### src/rtl/list_cmd_queue.sv
// list_cmd_queue: buffered valid/ready front-end for the list engine.
// Commands are queued, issued one at a time on the list op_en/op_done
// handshake, and every result (including Find_all_index streams) is
// collected into a response FIFO.
module list_cmd_queue #(
  parameter int unsigned DATA_WIDTH = 8,
  parameter int unsigned LENGTH     = 8,
  parameter int unsigned CMD_DEPTH  = 4,
  parameter int unsigned RSP_DEPTH  = 8,
  localparam int unsigned LENGTH_WIDTH = $clog2(LENGTH),
  localparam int unsigned CNT_WIDTH    = $clog2(CMD_DEPTH + 1)
) (
  input  logic                               clk,
  input  logic                               rst,
  input  logic                               cmd_valid,
  output logic                               cmd_ready,
  input  logic [2:0]                         cmd_op,
  input  logic [DATA_WIDTH-1:0]              cmd_data,
  input  logic [LENGTH_WIDTH-1:0]            cmd_index,
  output logic [2:0]                         list_op_sel,
  output logic                               list_op_en,
  output logic [DATA_WIDTH-1:0]              list_data_in,
  output logic [LENGTH_WIDTH-1:0]            list_index_in,
  input  logic [LENGTH_WIDTH+DATA_WIDTH-1:0] list_data_out,
  input  logic                               list_op_done,
  input  logic                               list_op_in_progress,
  input  logic                               list_op_error,
  output logic                               rsp_valid,
  input  logic                               rsp_ready,
  output logic [LENGTH_WIDTH+DATA_WIDTH-1:0] rsp_data,
  output logic                               rsp_error,
  output logic                               rsp_last,
  output logic [2:0]                         rsp_op,
  output logic                               busy,
  output logic [CNT_WIDTH-1:0]               cmd_count
);

  localparam int unsigned ResW  = LENGTH_WIDTH + DATA_WIDTH;
  localparam int unsigned CmdAw = $clog2(CMD_DEPTH);
  localparam int unsigned RspAw = $clog2(RSP_DEPTH);
  localparam int unsigned CmdW  = 3 + DATA_WIDTH + LENGTH_WIDTH;
  localparam int unsigned RspW  = 3 + 2 + ResW;

  localparam logic [CmdAw:0] CmdPtrOne = 1;
  localparam logic [RspAw:0] RspPtrOne = 1;

  localparam logic [2:0] OpRead    = 3'd0;
  localparam logic [2:0] OpFindAll = 3'd2;
  localparam logic [2:0] OpFind1st = 3'd3;
  localparam logic [2:0] OpSum     = 3'd4;

  typedef enum logic [1:0] {StIdle, StIssue, StGap} state_e;

  state_e state_q;

  logic [2:0]              op_sel_q;
  logic                    op_en_q;
  logic [DATA_WIDTH-1:0]   data_in_q;
  logic [LENGTH_WIDTH-1:0] index_in_q;

  // Command FIFO
  logic [CmdW-1:0]         cmd_mem_q [CMD_DEPTH];
  logic [CmdAw:0]          cmd_wptr_q, cmd_rptr_q, cmd_fill;
  logic                    cmd_empty, cmd_full, cmd_push, cmd_pop;
  logic [2:0]              head_op;
  logic [DATA_WIDTH-1:0]   head_data;
  logic [LENGTH_WIDTH-1:0] head_index;

  // Response FIFO
  logic [RspW-1:0]         rsp_mem_q [RSP_DEPTH];
  logic [RspAw:0]          rsp_wptr_q, rsp_rptr_q, rsp_fill;
  logic                    rsp_empty, rsp_push, rsp_pop;
  logic [31:0]             rsp_free;
  logic [RspW-1:0]         rsp_entry, rsp_head;
  logic [ResW-1:0]         entry_data;
  logic                    entry_last;

  logic                    space_ok, issue_go;

  // Command FIFO status and head decode
  always_comb begin
    cmd_fill  = cmd_wptr_q - cmd_rptr_q;
    cmd_empty = (cmd_wptr_q == cmd_rptr_q);
    cmd_full  = (cmd_wptr_q[CmdAw] != cmd_rptr_q[CmdAw]) &&
                (cmd_wptr_q[CmdAw-1:0] == cmd_rptr_q[CmdAw-1:0]);
    {head_op, head_data, head_index} = cmd_mem_q[cmd_rptr_q[CmdAw-1:0]];
  end

  assign cmd_ready = ~cmd_full;
  assign cmd_push  = cmd_valid & ~cmd_full;
  assign cmd_pop   = issue_go;
  assign cmd_count = CNT_WIDTH'(cmd_fill);

  // Response FIFO status; Find_all_index may return up to LENGTH entries
  always_comb begin
    rsp_fill  = rsp_wptr_q - rsp_rptr_q;
    rsp_empty = (rsp_wptr_q == rsp_rptr_q);
    rsp_free  = RSP_DEPTH - 32'(rsp_fill);
    space_ok  = (head_op == OpFindAll) ? (rsp_free >= LENGTH) : (rsp_free != 32'd0);
    issue_go  = (state_q != StIssue) && !cmd_empty && space_ok;
  end

  // Build the response entry for the op currently held on the list
  always_comb begin
    unique case (op_sel_q)
      OpRead, OpFindAll, OpFind1st, OpSum: entry_data = list_data_out;
      default:                             entry_data = '0;
    endcase
    entry_last = (op_sel_q == OpFindAll) ? ~list_op_in_progress : 1'b1;
    rsp_entry  = {op_sel_q, entry_last, list_op_error, entry_data};
    rsp_push   = (state_q == StIssue) && list_op_done;
  end

  // Head of the response FIFO, forced to zero when empty
  always_comb begin
    rsp_head = rsp_empty ? '0 : rsp_mem_q[rsp_rptr_q[RspAw-1:0]];
    {rsp_op, rsp_last, rsp_error, rsp_data} = rsp_head;
  end

  assign rsp_valid = ~rsp_empty;
  assign rsp_pop   = rsp_valid & rsp_ready;

  assign list_op_sel   = op_sel_q;
  assign list_op_en    = op_en_q;
  assign list_data_in  = data_in_q;
  assign list_index_in = index_in_q;
  assign busy          = (state_q != StIdle) || !cmd_empty || !rsp_empty;

  // FIFO pointers; the extra top bit separates full from empty
  always_ff @(posedge clk or negedge rst) begin
    if (!rst) begin
      cmd_wptr_q <= '0;
      cmd_rptr_q <= '0;
      rsp_wptr_q <= '0;
      rsp_rptr_q <= '0;
    end else begin
      if (cmd_push) cmd_wptr_q <= cmd_wptr_q + CmdPtrOne;
      if (cmd_pop)  cmd_rptr_q <= cmd_rptr_q + CmdPtrOne;
      if (rsp_push) rsp_wptr_q <= rsp_wptr_q + RspPtrOne;
      if (rsp_pop)  rsp_rptr_q <= rsp_rptr_q + RspPtrOne;
    end
  end

  // FIFO storage; contents are don't-care while the pointers say empty
  always_ff @(posedge clk) begin
    if (cmd_push) cmd_mem_q[cmd_wptr_q[CmdAw-1:0]] <= {cmd_op, cmd_data, cmd_index};
    if (rsp_push) rsp_mem_q[rsp_wptr_q[RspAw-1:0]] <= rsp_entry;
  end

  // Issue FSM with registered list-side outputs. GAP shares IDLE's issue
  // decision so back-to-back commands see exactly one op_en-low cycle.
  always_ff @(posedge clk or negedge rst) begin
    if (!rst) begin
      state_q    <= StIdle;
      op_sel_q   <= '0;
      op_en_q    <= 1'b0;
      data_in_q  <= '0;
      index_in_q <= '0;
    end else begin
      unique case (state_q)
        StIdle, StGap: begin
          if (issue_go) begin
            state_q    <= StIssue;
            op_en_q    <= 1'b1;
            op_sel_q   <= head_op;
            data_in_q  <= head_data;
            index_in_q <= head_index;
          end else begin
            state_q <= StIdle;
            op_en_q <= 1'b0;
          end
        end
        StIssue: begin
          if (list_op_done && entry_last) begin
            state_q <= StGap;
            op_en_q <= 1'b0;
          end
        end
        default: begin
          state_q <= StIdle;
          op_en_q <= 1'b0;
        end
      endcase
    end
  end

endmodule

### config.mk
export PLATFORM = sky130hd
export DESIGN_NAME = list_cmd_queue
export DESIGN_NICKNAME = d
export VERILOG_FILES = /design/src/rtl/list_cmd_queue.sv
export SDC_FILE = /design/constraint.sdc
export NUM_CORES = 1
export LEC_CHECK = 0
export BUFFER_PORTS_ARGS = -buffer_cell sky130_fd_sc_hd__buf_4
export CAP_MARGIN = 20
export CORE_ASPECT_RATIO = 0.6
export CORE_MARGIN = 5
export CORE_UTILIZATION = 48
export CTS_CLUSTER_DIAMETER = 150
export CTS_CLUSTER_SIZE = 8
export DETAILED_ROUTE_END_ITERATION = 7
export PLACE_DENSITY = 0.66
export SKIP_LAST_GASP = 1
export SLEW_MARGIN = 20
export SYNTH_ARGS = -nofsm -noshare
export SYNTH_HDL_FRONTEND = slang
export SYNTH_SLANG_ARGS = --single-unit
### constraint.sdc
create_clock -name clk -period 4.6 [get_ports clk]
set_input_delay 0.46 -clock clk [delete_from_list [all_inputs] [get_ports clk]]
set_output_delay 0.46 -clock clk [all_outputs]
set_load 0.1 [all_outputs]
==> Word level (Yosys, flattened, before mapping) <==
Memory sizes are Yosys's and may differ from the RTL's.
Cells that the tools add are included.
{ "totals": {"out_inout_bits": 37, "latchBits": 0, "regBits": 31, "memories": 2, "inputBits": 32, "elab_cells": 66, "mem_bits_rw": 184, "rom_bits": 0} }
{ "memory_table": {"columns": ["memory", "words", "word_bits", "read_ports", "rd_ports_with_merged_regs", "write_ports", "line", "rtl"], "rows": [
  ["rsp_mem_q", 8, 16, 1, 0, 1, "70", "logic [RspW-1:0] rsp_mem_q [RSP_DEPTH];"],
  ["cmd_mem_q", 4, 14, 1, 0, 1, "62", "logic [CmdW-1:0] cmd_mem_q [CMD_DEPTH];"]
]} }
{ "op_classes": {"muxes": 14, "shifts": 0, "n_reduce_logical": 16, "n_mul": 0, "n_eq_ne": 12, "n_lt_le_gt_ge": 1, "div": 0, "bitwise_logic": 5, "addsub": 7} }
{ "op_table": {"columns": ["op", "n"], "rows": [
  ["32-bit by 4-bit greater-or-equal comparator with 1-bit output, second input constant", 1],
  ["32-bit nonzero test", 1],
  ["16-bit two-way mux", 1],
  ["11-bit two-way mux", 1],
  ["3-bit by 2-bit equality test with 1-bit output, second input constant", 3],
  ["1-bit two-way mux", 9],
  ["4-bit by 1-bit adder with 4-bit output, second input constant", 2],
  ["3-bit by 1-bit adder with 3-bit output, second input constant", 2],
  ["1-bit logical AND", 5],
  ["4-bit by 4-bit subtractor with 5-bit output, first input constant", 1],
  ["4-bit equality test", 1],
  ["2-bit by 1-bit inequality test with 1-bit output, second input constant", 2],
  ["2-bit one-hot mux with 2 select lines", 1],
  ["4-bit OR reduction", 1],
  ["4-bit subtractor", 1],
  ["3-bit equality test", 1],
  ["3-bit equality test, second input constant", 1],
  ["3-bit logical NOT", 1],
  ["1-bit NOT", 3],
  ["3-bit subtractor", 1],
  ["1-bit bitwise AND", 2],
  ["2-bit by 1-bit equality test with 1-bit output, second input constant", 1],
  ["2-bit equality test", 1],
  ["2-bit equality test, second input constant", 1],
  ["other kinds (9)", 11]
]} }

==> Depth between registers and ports, before layout <==
Gate-level depths: netlist of the first run.
{ "logic_depth": {"word_depth": 7, "mapped_depth": 12, "ltp_nobuf": 8} }

==> Worst setup path before layout of the first run <==
Ideal clock, no wire load.
{ "synth_timing": {"path_type": "register to output", "start": "register rsp_rptr_q[2]", "end": "output port rsp_data[10]", "t_required_ns": 4.140, "path_buffers": 4, "path_slack_ns": 0.746, "t_arrival_ns": 3.394, "stages_incl_launch_ff": 9, "path_cell_list": "dfrtp_1 -> clkbuf_1 -> clkinv_1 -> clkbuf_1 -> ha_1 -> and4_1 -> clkbuf_1 -> clkbuf_1 -> a21oi_1"} }
{ "synth_via": {"elab_chain_len": 2, "word_cells_on_any_way": 3, "classes_between": "1 x eq/ne; 1 x mux; 1 x memory"} }
{ "synth_rtl": {"columns": ["item", "line", "rtl"], "rows": [
  ["start, declared", "71", "logic [RspAw:0] rsp_wptr_q, rsp_rptr_q, rsp_fill;"],
  ["start signal, assigned", "140", "if (rsp_pop) rsp_rptr_q <= rsp_rptr_q + RspPtrOne;"],
  ["memory read 8 x 16 bit / 4-bit equality test (equally long branches)", null, null],
  ["16-bit two-way mux *", "116", "rsp_head = rsp_empty ? '0 : rsp_mem_q[rsp_rptr_q[RspAw-1:0]];"],
  ["end, declared", "30", "output logic [LENGTH_WIDTH+DATA_WIDTH-1:0] rsp_data,"]
]} }
Every way passes the cells marked *; elsewhere a longest branch is shown, timed or not.

==> Final worst setup path of the first run <==
{ "layout_timing": {"start": "register rsp_rptr_q[2]", "end": "output port rsp_valid"} }
{ "layout_via": {"elab_chain_len": 2} }
{ "layout_rtl": {"columns": ["item", "line", "rtl"], "rows": [
  ["4-bit equality test", "97", "rsp_empty = (rsp_wptr_q == rsp_rptr_q);"],
  ["1-bit NOT", "120", "assign rsp_valid = ~rsp_empty;"],
  ["end, declared", "28", "output logic rsp_valid,"]
]} }
Every way passes these cells.

==> results.txt, run 1 <==
In the routed layout, each cell is associated on average with a via count of 5.35. The data arrival time of the critical path is 2730 ps. The final cycle utilization of the critical path is 0.694.

The post-synthesis async set-or-reset flop share is 0.144. The number of clock sinks seen by CTS came out at 215. The floorplan core area is 17400 µm². The number of violations of the max-capacitance limit is 0. The final net count is 590. The most common cell in the synthesized netlist is sky130_fd_sc_hd__edfxtp_1.

The routed design has 16.8 mm of wire. Setup repair after global routing left no endpoint under its margin. The aggregate global routing overflow is 0. By count the netlist is led by sky130_fd_sc_hd__edfxtp_1 (184), sky130_fd_sc_hd__nand2_1 (45), sky130_fd_sc_hd__mux4_2 (43). The startpoint identified for the worst hold timing path is cmd_data[5]. The maximum root-to-sink buffer count came out at 3. Synthesis instantiated 34 different standard cells from the library. The run finished with clean final reports.

The routed length per instance came out at 21.0 µm. The cell area after placement came out at 9390 µm². The global router's overall resource usage is 0.168. The count of state elements after synthesis came out at 215. The worst-case clock skew is 10.8 ps. For the worst-skew pair, the clock arrives at the later sink with an insertion delay of 520 ps.

The global-route wire length before repair is 26.8 mm. Gates resized during post-CTS repair numbered 0. The maximum operating frequency came out at 313 MHz. The number of antenna cells inserted came out at 0.

The area growth from synthesis to layout is 19.8%. The biggest area contributor in the post-synthesis netlist is sky130_fd_sc_hd__edfxtp_1. The finished cells cover 10300 µm². In this run the worst path has a maximum fanout of 18. The area of combinational cells with multiple inputs came out at 2150 µm². In the post-synthesis netlist, the biggest area contributors are sky130_fd_sc_hd__edfxtp_1 (64%), sky130_fd_sc_hd__mux4_2 (11%), sky130_fd_sc_hd__dfrtp_1 (9.0%), sky130_fd_sc_hd__nand2_1 (2.0%), sky130_fd_sc_hd__ha_1 (1.7%). The area of the die came out at 20700 µm². The number of buffers added by the clock tree synthesis step is 30. The first TritonRoute pass finished after 4 iterations. The sequential cells in the finished layout cover a total of 6300 µm².

The net count after synthesis is 497. The number of warning messages in the yosys log is 0. The most used flip-flop cell after synthesis is sky130_fd_sc_hd__edfxtp_1.

During placement, the flow inserted port buffers numbering 68. The number of slew-limit violations in the final report came out at 0. The number of DRC violations after detailed-routing iteration 0 came out at 288. The total via count in the routed design came out at 4289. The clock tree from TritonCTS is done. The number of I/O pins came out at 69. Counting the fill cells in the layout gives 1271. The fraction of synthesized cell area taken by the top area cell type came out at 0.644.

The clock period minus worst slack came out at 3190 ps. The worst setup path is of the flip-flop to output pin kind. Headroom to the max-slew limit came out at 0.438. The worst hold path belongs to the class primary input to flip-flop. Setup violations remaining at the end of the flow were counted as 0. The height of the die came out at 114 µm. The pin count of the biggest net entering global routing came out at 36.

The width of the die came out at 183 µm. The mean area per synthesized cell is 19.0 µm². The initial antenna violation count is 0. The number of H-tree levels is 1.

The count of nets left with antenna violations once routing finished came out at 0. After clock tree synthesis, the clock-pin slew on the worst setup and hold paths is 50 ps. The final weighted congestion in routability-driven placement came out at 0.718. The worst setup path is launched from a flip-flop. The number of core rows is 37.

The detailed-placement wirelength estimate came out at 10.5 mm. The tree is rooted in a sky130_fd_sc_hd__clkbuf_16. Of the synthesized area, sequential elements account for 0.734. The startpoint identified for the worst register-to-register timing path is rsp_wptr_q[1]$_DFFE_PN0P_. The summed negative setup slack over all endpoints is 0 ps. The hold violation count in the final report was 0. The smallest setup slack after layout is 1410 ps. The worst setup path is captured at an output pin. The number of global-route vias before repair came out at 4678. The most critical setup path has its startpoint at rsp_rptr_q[2]$_DFFE_PN0P_. In the final layout, the share of cells above drive strength 1 is 0.310. The number of flops mapped to enable cells by yosys came out at 184. The pre-CTS worst setup slack came out at 1800 ps. The post-synthesis instance total came out at 451. The number of remaining DRC errors came out at 0.

The starting utilization of the core area is 0.494. In this run the cell area of the synthesized design comes to 8580 µm². The required time at the worst-slack endpoint is 4140 ps.

The slew of the pin with the lowest slew margin is 842 ps. The utilization after layout is 0.592.
==> cell type report <==
cell class	count	share of cell area
Tap cell	234	0.0285
Multi-Input combinational cell	205	0.209
Sequential cell	215	0.613
Inverter	10	0.00365
Clock buffer	56	0.0846
Timing Repair Buffer	82	0.0609
==> stage by stage <==
step	hold slack, ps	instances
3_3_place_gp	429	744
2_1_floorplan	164	451
4_1_cts	117	801
6_report	141	802
3_5_place_dp	434	744
5_1_grt	118	802
==> per-layer routing <==
metal  GRT usage  part of all wire
met1       0.244              0.44
met2       0.264              0.47
met3      0.0370             0.062
met4      0.0375             0.019
met5           0                 0
==> flip-flops by register name, summed over array words and instances (netlist names) <==
| register | cells |
|---|---|
| list_data_in | 8 |
| list_op_sel | 3 |
| cmd_wptr_q | 3 |
| cmd_rptr_q | 3 |
| cmd_mem_q | 56 |
| rsp_rptr_q | 4 |
| rsp_mem_q | 128 |
| list_index_in | 3 |
| rsp_wptr_q | 4 |
| list_op_en | 1 |
| state_q | 2 |
==> worst max-delay path: stages (launching register included) <==
cell and delay (ps):
sky130_fd_sc_hd__dfrtp_1 340, sky130_fd_sc_hd__clkinv_1 60, sky130_fd_sc_hd__buf_4 210, sky130_fd_sc_hd__ha_1 370, sky130_fd_sc_hd__and4_1 770, sky130_fd_sc_hd__inv_1 180, sky130_fd_sc_hd__buf_4 290
==> cell families after synthesis <==
logic type,Yosys count,synth area share
mux,62,0.146
xor+xnor,14,0.0143
buf+inv,31,0.0172
compound gates,21,0.0133
simple gates,94,0.0532
flops,215,0.734
fa+ha+maj,14,0.0222
==> final timing paths <==
kind / to / slack, ps / depth (start not counted)
max: rsp_valid / 1410 / 6
min: cmd_mem_q[1][8]$_DFFE_PP_ / 140 / 1
max reg2reg: list_data_in[1]$_DFFE_PN0P_ / 1770 / 7
min reg2reg: cmd_rptr_q[2]$_DFFE_PN0P_ / 490 / 1
max in group asynchronous: rsp_rptr_q[0]$_DFFE_PN0P_ / 3830 / 2
min in group asynchronous: list_index_in[2]$_DFFE_PN0P_ / 430 / 2
==> repair_timing <==
item	CTS	global route
hold endpoints to repair	31	0
hold buffers	1	0
buffers inserted	0	0
==> cells in the final DEF, fill, tap and decap left out, drive strengths merged, types with 10 or more instances in the layout <==
cell type	n
a21oi	17
and2	12
buf	81
clkbuf	56
dfrtp	31
edfxtp	184
ha	12
mux2	15
mux4	46
nand2	45
nor2	10
Power of run 1 is not shown: default switching activity piles up to over one toggle a cycle in this logic, so the estimate is an artifact.
==> run 2: changes to the inputs <==
- clock period: 4.6 -> 3.2 ns (I/O delays scaled with it)
==> run 2 against run 1 <==
Effect of this change:
- hold slack got worse by 97 ps
- clock-buffer cell count did not move
- setup slack got worse by 1000 ps
- first-iteration DRC count is 13% higher
- sequential share of layout area shrank 1.2 points
- sequential cell count is the same
- global-route usage rose by 0.14 points
- design area is 1.9% higher
- core utilization is 1.1 points higher
- cell count up 3.0%
- non-clock buffer count grew 24
- critical path depth decreased by 1
- critical endpoint unchanged
- largest cell class unchanged
==> results.txt, run 2 (same netlist as run 1, synthesis figures left out) <==
The startpoint identified for the worst register-to-register timing path is rsp_wptr_q[1]$_DFFE_PN0P_. The proportion of layout cells with a drive suffix above 1 came to 0.313 (+0.00264). The routed length per instance came out at 20.6 µm (-1.6%). The global router's overall resource usage is 0.169 (+0.00140).

The biggest cell delay along the critical path is 480 ps (-290 ps). The post-cts resize count came out at 0 (unchanged). The library cells used most frequently in the layout, excluding fill and tap cells, are sky130_fd_sc_hd__edfxtp_1 (184), sky130_fd_sc_hd__buf_4 (91), sky130_fd_sc_hd__nand2_1 (45). The detailed-placement wirelength estimate is 10.6 mm (+1.4%). The total wire length after detailed routing came out at 17.0 mm (+1.3%).

The number of buffers added by the clock tree synthesis step came out at 30 (unchanged). The required time at the worst-slack endpoint came out at 2880 ps (-1260 ps). The path depth of the worst reg2reg path is 7 (unchanged).

The global-route wire length before repair came out at 27.1 mm (+1.3%). The clock period minus worst slack is 2820 ps. The summed negative setup slack over all endpoints was 0 ps (unchanged). The worst setup path is launched from a flip-flop. The insertion delay of the later-clocked pin in the worst-skew pair came to 520 ps (about the same). The pin count of the biggest net entering global routing came out at 36 (unchanged). The number of buffers added on ports is 68 (unchanged). The number of clock sinks seen by CTS is 215 (unchanged). Setup repair after global routing left no endpoint under its margin. Relative to the synthesized area, the layout overhead comes to 22.1%.

The cell sitting at the root of the clock tree is a sky130_fd_sc_hd__clkbuf_16. The number of I/O pins came out at 69 (unchanged). The clock-pin slew on the worst setup and hold paths came to 50 ps (about the same). The cell area after layout came out at 10500 µm² (+1.9%). The number of core rows was 37 (unchanged).

The height of the die is 114 µm (unchanged). The number of logic stages on the critical path including buffering is 5 (-1). The final net count came to 614 (+4.1%).

The utilization after layout was 0.604 (+0.0114). The max-slew headroom at the worst pin came out at 0.539 (+0.100). The critical path's slowest cell is sky130_fd_sc_hd__and4_1. The total via count in the routed design is 4418 (+3.0%). The reg2reg setup slack came out at 450 ps (-1320 ps). Counting stages on the worst path, the most repeated cell is sky130_fd_sc_hd__buf_4. The cell area after placement is 9460 µm² (+0.77%).

Walking the worst path, the cells encountered are ha_1 > and4_1 > buf_4 > inv_1 > buf_4. The remaining antenna violation count is 0 (unchanged). The count of buffering cells on the critical path with inverters included came out at 3 (-1). The setup violation total in the final timing report is 0 (unchanged). The hold violation count in the final report came out at 0 (unchanged).

The flow ran to the end, and the final reports show no timing, DRC or antenna violations. The final weighted congestion in routability-driven placement came out at 0.810 (+13%). The number of remaining DRC errors is 0 (unchanged).

On the critical path the largest part of the delay comes from buffers and inverters. The starting utilization of the core area came out at 0.494 (unchanged). The maximum fanout along the worst path was 12 (-6). The number of DRC violations after detailed-routing iteration 0 came out at 325 (+13%).

The worst register-to-register path ends at list_data_in[2]$_DFFE_PN0P_. The number of violations of the max-capacitance limit came to 0 (unchanged). The final worst hold slack is 43.7 ps (-97.0 ps). Leaving out fill and tap cells, the most frequent cell in the layout is sky130_fd_sc_hd__edfxtp_1. The initial antenna violation count came out at 0 (unchanged). The number of global-route vias before repair was 4664 (-0.30%).

The critical path starts at rsp_wptr_q[2]$_DFFE_PN0P_. The aggregate global routing overflow is 0 (unchanged). The number of antenna cells inserted is 0 (unchanged). The width of the die came out at 183 µm (unchanged). The number of H-tree levels came to 1 (unchanged).

The floorplan core area is 17400 µm² (unchanged). The number of slew-limit violations in the final report came to 0 (unchanged). The worst-case clock skew came out at 7.63 ps (-3.15 ps).

TritonCTS built the clock tree. The worst setup path is of the flip-flop to output pin kind. In this run the worst setup path terminates at rsp_valid. The maximum operating frequency came out at 354 MHz. The iteration count of the initial detailed-routing pass came out at 5 (+1). The type of the worst min-delay path is primary input to flip-flop.

The category of the worst setup path capture point is an output pin. The number of flip-flops in the largest register was 128 (unchanged). The slew of the pin with the lowest slew margin is 692 ps (-151 ps). The data arrival time of the critical path came out at 2500 ps (-230 ps). The area of the die was 20700 µm² (unchanged). The buffer count from post-CTS setup fixing is 0 (unchanged).

The ratio of routed vias to standard cells is 5.35 (about the same). Dividing the final minimum period by the clock period gives 0.882. The maximum root-to-sink buffer count came out at 3 (unchanged).
[run 2: cell count changes in the layout (fill, tap and decap cells not counted)]
cell / before / now
sky130_fd_sc_hd__buf_4: 80 / 91
sky130_fd_sc_hd__buf_8: 1 / 0
sky130_fd_sc_hd__dlygate4sd3_1: 1 / 15
sky130_fd_sc_hd__mux2i_1: 0 / 1
sky130_fd_sc_hd__mux2i_2: 1 / 0
sky130_fd_sc_hd__nor3_2: 1 / 2
sky130_fd_sc_hd__nor3_4: 1 / 0
[run 2: area by class of cell]
cell class / instances / area (µm²)
clock buffers: 56 / 870
flip-flops and latches: 215 / 6300
well taps: 234 / 293
multi-input cells: 205 / 2140
repair buffers: 106 / 833
inverters: 10 / 37.5
fillers: 1298 / 6880
[run 2: routing by layer]
| metal | wire, µm | GRT usage |
|---|---|---|
| met5 | 0 | 0 |
| met2 | 8020 | 0.262 |
| met4 | 187 | 0.0310 |
| met3 | 996 | 0.0338 |
| met1 | 7830 | 0.255 |
[run 2: worst register-to-register path, stage by stage, from the launching register on]
cell and delay (ps):
sky130_fd_sc_hd__dfrtp_1 530, sky130_fd_sc_hd__inv_1 140, sky130_fd_sc_hd__fa_1 450, sky130_fd_sc_hd__xor2_1 190
sky130_fd_sc_hd__a31oi_1 110, sky130_fd_sc_hd__and4bb_4 220, sky130_fd_sc_hd__or4_4 640, sky130_fd_sc_hd__mux2_4 350
[run 2: worst min-delay path by stage]
stage	from	to	slack, ps	cells past startpoint
2_1_floorplan	rst	cmd_rptr_q[0]$_DFFE_PN0P_	20	0
3_3_place_gp	rst	list_index_in[0]$_DFFE_PN0P_	290	1
3_5_place_dp	rst	list_data_in[7]$_DFFE_PN0P_	290	1
4_1_cts	list_op_error	rsp_mem_q[2][11]$_DFFE_PP_	20	1
5_1_grt	list_op_error	rsp_mem_q[2][11]$_DFFE_PP_	30	1
6_report	list_op_error	rsp_mem_q[2][11]$_DFFE_PP_	40	1
[run 2: what timing repair did]
item	4_1_cts	5_1_grt
hold endpoints to repair	85	0
hold buffers	15	0
endpoints found under the setup margin	0	0
[run 2: stage by stage]
step | instances | worst slack (ps)
3_3_place_gp | 755 | 568
6_report | 826 | 377
2_1_floorplan | 451 | -514
5_1_grt | 826 | 216
3_5_place_dp | 755 | 496
4_1_cts | 826 | 301
Power of run 2 is left out for the same reason.
==> run 3: changes to the inputs <==
- CORE_ASPECT_RATIO: 0.6 -> unset
==> run 3 against run 2 <==
Effect of this change:
- sequential cell count stayed put
- first-iteration DRC count fell by 31%
- global-route usage is 0.060 points higher
- non-clock buffer count is 3 higher
- maximum frequency shrank 0.58%
- core utilization decreased by 0.20 points
- via count down 0.70%
- design area unchanged
- wire length down 0.82%
- critical path depth did not move
- clock skew is 13 ps higher
==> results.txt, run 3 (same netlist as run 1, synthesis figures left out) <==
The flow ran to the end, and the final reports show no timing, DRC or antenna violations. The number of clock sinks seen by CTS came out at 215 (unchanged). The floorplan core area came out at 17400 µm² (+0.32%).

The worst register-to-register path begins at rsp_wptr_q[0]$_DFFE_PN0P_. The final cycle utilization of the critical path came out at 0.887 (+0.00510). The number of global-route vias before repair came out at 4773 (+2.3%). The utilization after layout came out at 0.602 (-0.00195).

The smallest setup slack after layout came out at 361 ps (-16.3 ps). The ratio of routed vias to standard cells came out at 5.36 (+0.15%). The number of core rows is 48 (+30%).

STA classifies the critical path startpoint as a flip-flop. The worst setup path is of the flip-flop to output pin kind. The category of cells accounting for the largest share of critical-path delay is buffers and inverters. The cell repeated most along the worst path is sky130_fd_sc_hd__buf_4. The number of instances on the worst hold path came to 1 (unchanged).

The proportion of layout cells with a drive suffix above 1 came to 0.318 (+0.00568). The setup violation total in the final timing report is 0 (unchanged). In the layout the commonest cells are sky130_fd_sc_hd__edfxtp_1 (184), sky130_fd_sc_hd__buf_4 (94), sky130_fd_sc_hd__nand2_1 (45). The number of slew-limit violations in the final report is 0 (unchanged). The tightest min-delay check is of the primary input to flip-flop type. The max-slew headroom at the worst pin came out at 0.535 (-0.00351). The global router's overall resource usage came out at 0.170 (+0.000600).

The number of flip-flops in the largest register came out at 128 (unchanged). The number of DRC violations after detailed-routing iteration 0 came out at 223 (-31%). The fill cell total of the finished layout came out at 1313 (+1.2%). The clock period minus worst slack came out at 2840 ps (+16.3 ps).

The maximum fanout along the worst path is 35 (+23). The final weighted congestion in routability-driven placement came out at 0.729 (-10%). The hold violation count in the final report came to 0 (unchanged). The worst setup path is captured at an output pin. The reg2reg setup slack is 510 ps (+60 ps).

The height of the die is 144 µm (+27%). The slew of the pin with the lowest slew margin is 678 ps (-14.1 ps). The endpoint identified for the worst register-to-register timing path is list_data_in[1]$_DFFE_PN0P_.

The pre-CTS worst setup slack was 513 ps (+16.4 ps). The biggest cell delay along the critical path is 600 ps (+120 ps). The maximum operating frequency is 352 MHz (-0.58%). The final worst hold slack was 25.9 ps (-17.8 ps).

The cell area after placement is 9470 µm² (+0.12%). The number of violations of the max-capacitance limit came out at 0 (unchanged). The tree is rooted in a sky130_fd_sc_hd__clkbuf_16. The buffer count from post-CTS setup fixing came out at 0 (unchanged). The worst-case clock skew is 20.4 ps (+12.8 ps). The worst hold endpoint is rsp_mem_q[4][11]$_DFFE_PP_.

The number of I/O pins is 69 (unchanged). The path depth of the worst reg2reg path came out at 8 (+1). The insertion delay of the later-clocked pin in the worst-skew pair is 540 ps (+20 ps). The global-route wire length before repair came out at 26.6 mm (-2.2%). The total wire length after detailed routing was 16.9 mm (-0.82%).

The starting utilization of the core area is 0.493 (-0.00160). The aggregate global routing overflow came out at 0 (unchanged). The number of buffers added by the clock tree synthesis step is 30 (unchanged).

The startpoint identified for the worst hold timing path is list_op_error. The critical path's slowest cell is sky130_fd_sc_hd__mux4_2. The remaining antenna violation count came out at 0 (unchanged). The final net count was 617 (+0.49%).

The data arrival time of the critical path came out at 2520 ps (+20 ps). The clock tree from TritonCTS is done. The clock-pin slew on the worst setup and hold paths is 50 ps (about the same). The required time at the worst-slack endpoint is 2880 ps (about the same). The area of the die is 20700 µm² (-0.42%). The width of the die came to 144 µm (-21%). The maximum root-to-sink buffer count came out at 3 (unchanged).

The library cell used most frequently in the layout, excluding fill and tap cells, is sky130_fd_sc_hd__edfxtp_1. The iteration count of the initial detailed-routing pass is 4 (-1). The number of buffers added on ports is 68 (unchanged). The layout-stage area growth over the synthesis result is 22.1% (unchanged). Setup repair after global routing left no endpoint under its margin. The initial antenna violation count is 0 (unchanged).

The number of remaining DRC errors is 0 (unchanged). Walking the worst path, the cells encountered are buf_4 > mux4_2 > nand2_1 > a21oi_1 > buf_4. The detailed-placement wirelength estimate came out at 10.2 mm (-3.6%). The cell area after layout came out at 10500 µm² (unchanged).

The number of logic stages on the critical path including buffering came out at 5 (unchanged). The count of buffering cells on the critical path with inverters included is 2 (-1). The total via count in the routed design is 4387 (-0.70%). The number of H-tree levels came out at 1 (unchanged). The number of antenna cells inserted was 0 (unchanged). The routed length per instance came to 20.6 µm (about the same). The pin count of the biggest net entering global routing is 36 (unchanged).
==> run 3: timing repair <==
action / CTS / global route
setup endpoints to repair: 0 / 1
hold buffers: 15 / 0
resized for setup: 0 / 1
hold endpoints to repair: 87 / 0
==> run 3: worst register-to-register path, cell delays in order, from the launching register on <==
cell and delay [ps]:
sky130_fd_sc_hd__dfrtp_1 390, sky130_fd_sc_hd__inv_1 70, sky130_fd_sc_hd__ha_1 230, sky130_fd_sc_hd__fa_1 400, sky130_fd_sc_hd__xor2_1 190, sky130_fd_sc_hd__a31oi_1 110, sky130_fd_sc_hd__and4bb_4 210, sky130_fd_sc_hd__or4_4 640
sky130_fd_sc_hd__mux2_4 350
==> run 3: per-layer routing <==
metal | part of all wire | track usage
met2 | 0.51 | 0.289
met4 | 0.029 | 0.0550
met3 | 0.052 | 0.0276
met1 | 0.41 | 0.226
met5 | 0 | 0
==> run 3: worst max path at each step <==
stage	from	endpoint	slack, ps
finish	rsp_rptr_q[0]$_DFFE_PN0P_	rsp_op[1]	360
global route	rsp_rptr_q[0]$_DFFE_PN0P_	rsp_op[1]	180
floorplan	rsp_rptr_q[2]$_DFFE_PN0P_	rsp_data[10]	-510
CTS	rsp_wptr_q[2]$_DFFE_PN0P_	rsp_valid	80
global placement	rsp_wptr_q[1]$_DFFE_PN0P_	list_data_in[1]$_DFFE_PN0P_	580
detailed placement	rsp_wptr_q[0]$_DFFE_PN0P_	list_data_in[1]$_DFFE_PN0P_	510
==> run 3: final cells by class <==
cell class / count / area (µm²) / share of cell area
clock inverter: 1 / 16.3 / 0.00155
tap: 225 / 282 / 0.0269
multi-input combinational: 205 / 2140 / 0.205
sequential: 215 / 6300 / 0.602
timing repair buffer: 109 / 856 / 0.0817
clock buffer: 54 / 841 / 0.0802
inverter: 10 / 37.5 / 0.00358
==> run 3: stage by stage <==
stage          instances  setup TNS, ps
2_1_floorplan        451          -6780
3_3_place_gp         749              0
3_5_place_dp         749              0
4_1_cts              819              0
5_1_grt              819              0
6_report             819              0
Power of run 3 is left out for the same reason.
